**src/rtl/fifo_wr_arbiter.sv**
```systemverilog
// Round-robin write-port arbiter for a single FIFO with bounded bursts per grant.
// It also checks write acknowledges, counts beats and keeps sticky error flags.
module fifo_wr_arbiter #(
  parameter int NUM_REQ    = 4,
  parameter int FIFO_WIDTH = 16,
  parameter int MAX_BURST  = 4
) (
  input  logic                          clk,
  input  logic                          rst_n,
  input  logic [NUM_REQ-1:0]            req_valid,
  input  logic [NUM_REQ*FIFO_WIDTH-1:0] req_data,
  output logic [NUM_REQ-1:0]            req_ready,
  output logic [FIFO_WIDTH-1:0]         fifo_data_in,
  output logic                          fifo_wr_en,
  input  logic                          fifo_full,
  input  logic                          fifo_wr_ack,
  input  logic                          fifo_overflow,
  output logic [$clog2(NUM_REQ)-1:0]    grant_id,
  output logic                          busy,
  output logic [15:0]                   beat_count,
  output logic                          ack_err,
  output logic                          ovf_err
);

  localparam int ID_W = $clog2(NUM_REQ);
  localparam int BC_W = $clog2(MAX_BURST) + 1;

  typedef enum logic {IDLE, GRANT} state_t;

  state_t            state_reg, state_next;
  logic [ID_W-1:0]   owner_reg, owner_next;
  logic [ID_W-1:0]   last_owner_reg, last_owner_next;
  logic [BC_W-1:0]   burst_cnt_reg, burst_cnt_next;
  logic              ack_pending_reg;
  logic              ack_err_reg;
  logic              ovf_err_reg;
  logic [15:0]       beat_count_reg;
  logic [ID_W-1:0]   pick;
  logic              xfer;

  logic [FIFO_WIDTH-1:0] data_arr [NUM_REQ];

  generate
    for (genvar gi = 0; gi < NUM_REQ; gi++) begin : g_req
      assign data_arr[gi]  = req_data[gi*FIFO_WIDTH +: FIFO_WIDTH];
      assign req_ready[gi] = xfer && (owner_reg == ID_W'(gi));
    end
  endgenerate

  // Later offsets are overwritten by earlier ones, so the nearest valid
  // requester after last_owner wins.
  always_comb begin
    int idx;
    pick = '0;
    idx  = 0;
    for (int k = NUM_REQ; k >= 1; k--) begin
      idx = (int'(last_owner_reg) + k) % NUM_REQ;
      if (req_valid[ID_W'(idx)]) pick = ID_W'(idx);
    end
  end

  assign xfer         = (state_reg == GRANT) && req_valid[owner_reg] && !fifo_full;
  assign fifo_wr_en   = xfer;
  assign fifo_data_in = (state_reg == GRANT) ? data_arr[owner_reg] : '0;
  assign grant_id     = owner_reg;
  assign busy         = (state_reg == GRANT);
  assign beat_count   = beat_count_reg;
  assign ack_err      = ack_err_reg;
  assign ovf_err      = ovf_err_reg;

  always_comb begin
    state_next      = state_reg;
    owner_next      = owner_reg;
    last_owner_next = last_owner_reg;
    burst_cnt_next  = burst_cnt_reg;
    case (state_reg)
      IDLE: begin
        if (|req_valid) begin
          owner_next     = pick;
          burst_cnt_next = '0;
          state_next     = GRANT;
        end
      end
      GRANT: begin
        if (xfer) begin
          if (burst_cnt_reg == BC_W'(MAX_BURST - 1)) begin
            state_next      = IDLE;
            last_owner_next = owner_reg;
          end else begin
            burst_cnt_next = burst_cnt_reg + 1'b1;
          end
        end else if (!req_valid[owner_reg]) begin
          // Owner dropped valid: release even mid-burst; a full FIFO just stalls.
          state_next      = IDLE;
          last_owner_next = owner_reg;
        end
      end
      default: state_next = IDLE;
    endcase
  end

  always_ff @(posedge clk or negedge rst_n) begin
    if (!rst_n) begin
      state_reg       <= IDLE;
      owner_reg       <= '0;
      last_owner_reg  <= ID_W'(NUM_REQ - 1);
      burst_cnt_reg   <= '0;
      ack_pending_reg <= 1'b0;
      ack_err_reg     <= 1'b0;
      ovf_err_reg     <= 1'b0;
      beat_count_reg  <= '0;
    end else begin
      state_reg       <= state_next;
      owner_reg       <= owner_next;
      last_owner_reg  <= last_owner_next;
      burst_cnt_reg   <= burst_cnt_next;
      ack_pending_reg <= xfer;
      if (ack_pending_reg != fifo_wr_ack) ack_err_reg <= 1'b1;
      if (fifo_overflow) ovf_err_reg <= 1'b1;
      if (fifo_wr_ack) beat_count_reg <= beat_count_reg + 16'd1;
    end
  end

endmodule
```
**config.mk**
```make
export PLATFORM = sky130hd
export DESIGN_NAME = fifo_wr_arbiter
export DESIGN_NICKNAME = d
export VERILOG_FILES = /design/src/rtl/fifo_wr_arbiter.sv
export SDC_FILE = /design/constraint.sdc
export NUM_CORES = 1
export LEC_CHECK = 0
export CAP_MARGIN = 25
export CORE_AREA = 5 5 74 76
export DETAILED_ROUTE_END_ITERATION = 16
export DIE_AREA = 0 0 79 81
export PLACE_DENSITY = 0.94
export SLEW_MARGIN = 0
export SYNTH_ARGS = -nofsm -noshare
export SYNTH_HDL_FRONTEND = slang
export SYNTH_SLANG_ARGS = --single-unit
```
**constraint.sdc**
```tcl
create_clock -name clk -period 4.99 [get_ports clk]
set_input_delay 0.499 -clock clk [delete_from_list [all_inputs] [get_ports clk]]
set_output_delay 0.499 -clock clk [all_outputs]
set_load 0.005 [all_outputs]
```
Yosys cells after proc, flatten, opt, wreduce, memory -nomap -nowiden

Index checks and enable logic that the tools add are counted.
W data, S select, Z words.

Output and inout port bits: 42
Memory bits (writable): 0
Register bits: 27
Bits in read-only memories: 0
Latch bits: 0
Word-level logic and storage cells: 78
Memories kept: 0

Order comparisons: 6
Multiply operators: 0
Bitwise gates (word level): 2
Reductions and logical operators: 12
Shift operators: 0
Multiplexer cells: 34
Equal/unequal tests: 10
Div/mod/pow operators: 0
Add/subtract/negate cells: 6

Operators with widths:

| operator                | number |
|---|---|
| $mux W16                | 3 |
| $bmux W16 S2            | 1 |
| $add A16 B1 Y16 const B | 1 |
| $lt A2 B4 Y1 const B    | 4 |
| $mux W2                 | 7 |
| $mux W1                 | 13 |
| $bmux W1 S2             | 5 |
| $mux W3                 | 3 |
| $logic_and A1 B1 Y1     | 6 |
| $ne A2 B2 Y1 const B    | 3 |
| $pmux W3 S2             | 1 |
| $reduce_and A3 Y1       | 2 |
| $add A2 B1 Y2 const B   | 2 |
| $add A2 B2 Y2 const B   | 2 |
| $eq A2 B2 Y1 const B    | 2 |
| $ne A2 B1 Y1 const B    | 2 |
| $reduce_or A4 Y1        | 1 |
| $add A3 B1 Y3 const B   | 1 |
| $eq A3 B2 Y1 const B    | 1 |
| $ge A3 B3 Y1 const B    | 1 |
| $lt A2 B3 Y1 const B    | 1 |
| $not A2 Y3              | 1 |
| $eq A2 B1 Y1 const B    | 1 |
| $logic_not A2 Y1        | 1 |
| other kinds (5)         | 5 |

Longest topological paths before layout

Word-level depth: 8
Mapped depth: 6

Worst setup path after synthesis

OpenSTA, ideal clock, no wires.

Kind: register to output
Start point: register owner_reg[0], in the netlist grant_id[0]
End point: output port fifo_data_in[10]
Setup slack: 2.925 ns
Stages on the path, launching flop included: 5
Arrival: 1.566 ns
Data required time: 4.491 ns
Cell sequence: dfrtp_1 buf_2 buf_2 mux4_2 and2_1

Longest elaborated chain between the ends: 5

Ends and longest elaborated chain:

| item                                         | line | source |
|---|---|---|
| from (decl)                                  | 31   | `logic [ID_W-1:0] owner_reg, owner_next;` |
| from (signal assigned)                       | 114  | `owner_reg <= owner_next;` |
| $not A2 Y3 (implied by the code)             | 64   | `assign fifo_data_in = (state_reg == GRANT) ? data_arr[owner_reg] : '0;` |
| $bmux W16 S2                                 | 64   |  |
| $mux W16 (implied by the code) (2 in series) | 64   |  |
| $mux W16                                     | 64   |  |
| to (decl)                                    | 13   | `output logic [FIFO_WIDTH-1:0] fifo_data_in,` |

Every way passes these cells. The select of a mux whose other input is x is not followed.

Final worst setup path

Start point: register owner_reg[0], in the netlist grant_id[0]
End point: output port fifo_data_in[3]

The elaborated chain is that of the path after synthesis.

==> results.cfg <==
[yosys]
synth_top_area_frac = 0.3418
avgSynthCellArea_um2 = 11.03
netlist_top_cells_area = dfrtp_1, mux4_2, and2_1, xnor2_1, nand2_1
synth-edff-count = 0
yosysTopAreaCell = dfrtp_1
ys_seq_area_frac = 0.3705
yosysWarnings = 0
synth-seq-cells = 27
async_reset_ff_frac = 1.000
yosysMostFrequentCell = dfrtp_1
synthFlopType = dfrtp_1
netlist_area_um2 = 1831
synth.distinct_cells = 40
syn_nets = 242
synth_top_cells_by_count = dfrtp_1, and2_1, mux4_2
syn_inst = 166

[floorplan]
rows = 25
num_io_pins = 115
start_util = 0.3928
dieArea_um2 = 6399
die_h_um = 81
core-area_um2 = 4661
fp.dieW_um = 79

[power]
ir_worst_vdd_v = 0.0003821
p_leak_uw = 0.001240
p_per_area_nw_per_um2 = 404.0

[clock_tree]
cts_tree = yes
hold_buffers = 0
path_clk_slew_ps = 80
clock_path_buffers = 2
cts_sinks = 27
cts_setup_buffers = 0
worstSkewPairLatency_ps = 260
clockRootBuffer = clkbuf_8
cts_buffers = 3
cts-htree-levels = 1
cts_resized = 0

[timing]
fin_crit_ps = 2903
clock.fmax_mhz = 344.5
tightest_slew_ps = 880.4
post-route-period-util = 0.5818
finalMaxSlewViolations = 0
relSlewSlack = 0.4131
hold_violations = 0
tns_ps = 0
fin_skew_ps = 1.514
setup_viol = 0
rsz0062_at_grt = false

[hold_path]
whs_path_depth = 1
min_path_type = flop to flop

[layout]
largest_reg_flops = 16
area_delta_synth_final_pct = 66.99
final-seq-area_um2 = 678.2
multi_input_area_um2 = 1084
antenna_cells = 0
num-fill-cells = 344
final_core_util = 0.6558
final_layout_size_suffix_gt1_frac = 0.1159
finalNetCount = 353

[critical_path]
critPathBufInv = 2
cp-end-kind = output port
cpLargestDelayFamily = buffers and inverters
slowest_delay_ps = 590
cp.arrival_ps = 2400
crit_fanout = 17
r2r_cells = 4
setup.worst_path.start_class = flop
path_cells = buf_4 > mux4_2 > and2_1 > clkdlybuf4s50_1
crit_cells = 4
crit_path_top_delay_cell = dfrtp_1
crit_type = flop to output port
cp_data_required_time_ps = 4490

[grt]
grt_pass1_wl_um = 8970
grt_max_degree = 28
first_global_vias = 1820
grt-ovfl-total = 0
antenna_found_initial = 0
grt_usage = 0.1785

[routing]
via_per_inst = 5.209
drt_iter0_markers = 47
vias = 1719
post_drt_wl_per_cell_um = 17.56
wl_um = 5794
ant_nets = 0
first_pass_iters = 4
drc = 0

[placement]
hpwl_um = 4795
port_buffers = 114
finalWeightedCongestion = 0.8293

[run_status]
status = finished, final reports clean

[flow_run]
max-cap-violations = 0
==> metrics by stage <==
step	worst slack (ps)	instances	hold WS, ps	power, uW	instance area (um2)
6_report	2087	330	476.3	1235	3057
4_1_cts	2052	330	480.4	1251	3057
2_1_floorplan	2925	166	203.4	768.1	1831
3_5_place_dp	2355	326	459.4	1131	3012
3_3_place_gp	2380	326	451.5	1110	3012
5_1_grt	1925	330	501.8	1333	3057
==> kinds of logic (layout without fill, tap and decap cells) <==
group,Yosys count,in the layout,share of synthesized area
buf+inv,17,127,0.03760
xor+xnor,16,16,0.07655
fa+ha+maj,3,3,0.02051
simple gates,64,64,0.1928
flops,27,27,0.3705
compound gates,14,14,0.05332
mux,25,25,0.2488
==> cell type report <==
type / count / share of cell area
inverters: 7 / 0.008596
repair buffers: 116 / 0.3782
flip-flops and latches: 27 / 0.2219
multi-input cells: 122 / 0.3545
well taps: 54 / 0.02210
clock buffers: 4 / 0.01474
==> path summary, 6_finish.rpt <==
path / startpoint / endpoint / slack (ps)
setup / recovery: grant_id[0] / fifo_data_in[3] / 2090
hold / removal: ovf_err / ovf_err / 480
setup reg to reg: grant_id[1] / burst_cnt_reg[2] / 2920
hold reg to reg: ovf_err / ovf_err / 480
max in group asynchronous: rst_n / last_owner_reg[0] / 4100
min in group asynchronous: rst_n / beat_count[15] / 590
==> where the power goes <==
part | switching, uW | internal [uW] | leakage [uW]
combinational | 221 | 489 | 0.000883
sequential | 127 | 280 | 0.000334
clock | 60.4 | 57.0 | 0.0000228
total | 409 | 826 | 0.00124
==> per-layer routing <==
metal / vias to the layer above / routed length, um / global-route usage
met4: 0 / 70 / 0.04467
met2: 86 / 2881 / 0.3316
met1: 816 / 2236 / 0.1997
met5: - / 0 / 0
li1: 811 / - / -
met3: 6 / 606 / 0.05322
==> worst reg2reg max path, cell delays in order (launching register included) <==
cell and delay (ps):
dfrtp_1 920, mux2_2 450, mux2i_1 190, or3_1 230, mux2i_1 210
==> placed cells by master (no fill, tap or decap), types with 2 or more instances in the layout <==
master / instances
clkdlybuf4s50_1: 114
dfrtp_1: 25
mux4_2: 16
and2_1: 16
nand2_1: 15
xnor2_1: 10
nor2_1: 9
inv_1: 7
xor2_1: 6
mux2i_1: 5
nand3_1: 5
nand2b_1: 4
mux2_2: 3
nand4_1: 3
ha_1: 3
clkbuf_8: 3
nor3_1: 2
o21ai_0: 2
a21o_1: 2
or2_2: 2
a21oi_1: 2
dfstp_2: 2
buf_4: 2
Note: power is estimated with default switching activity, not from simulation.
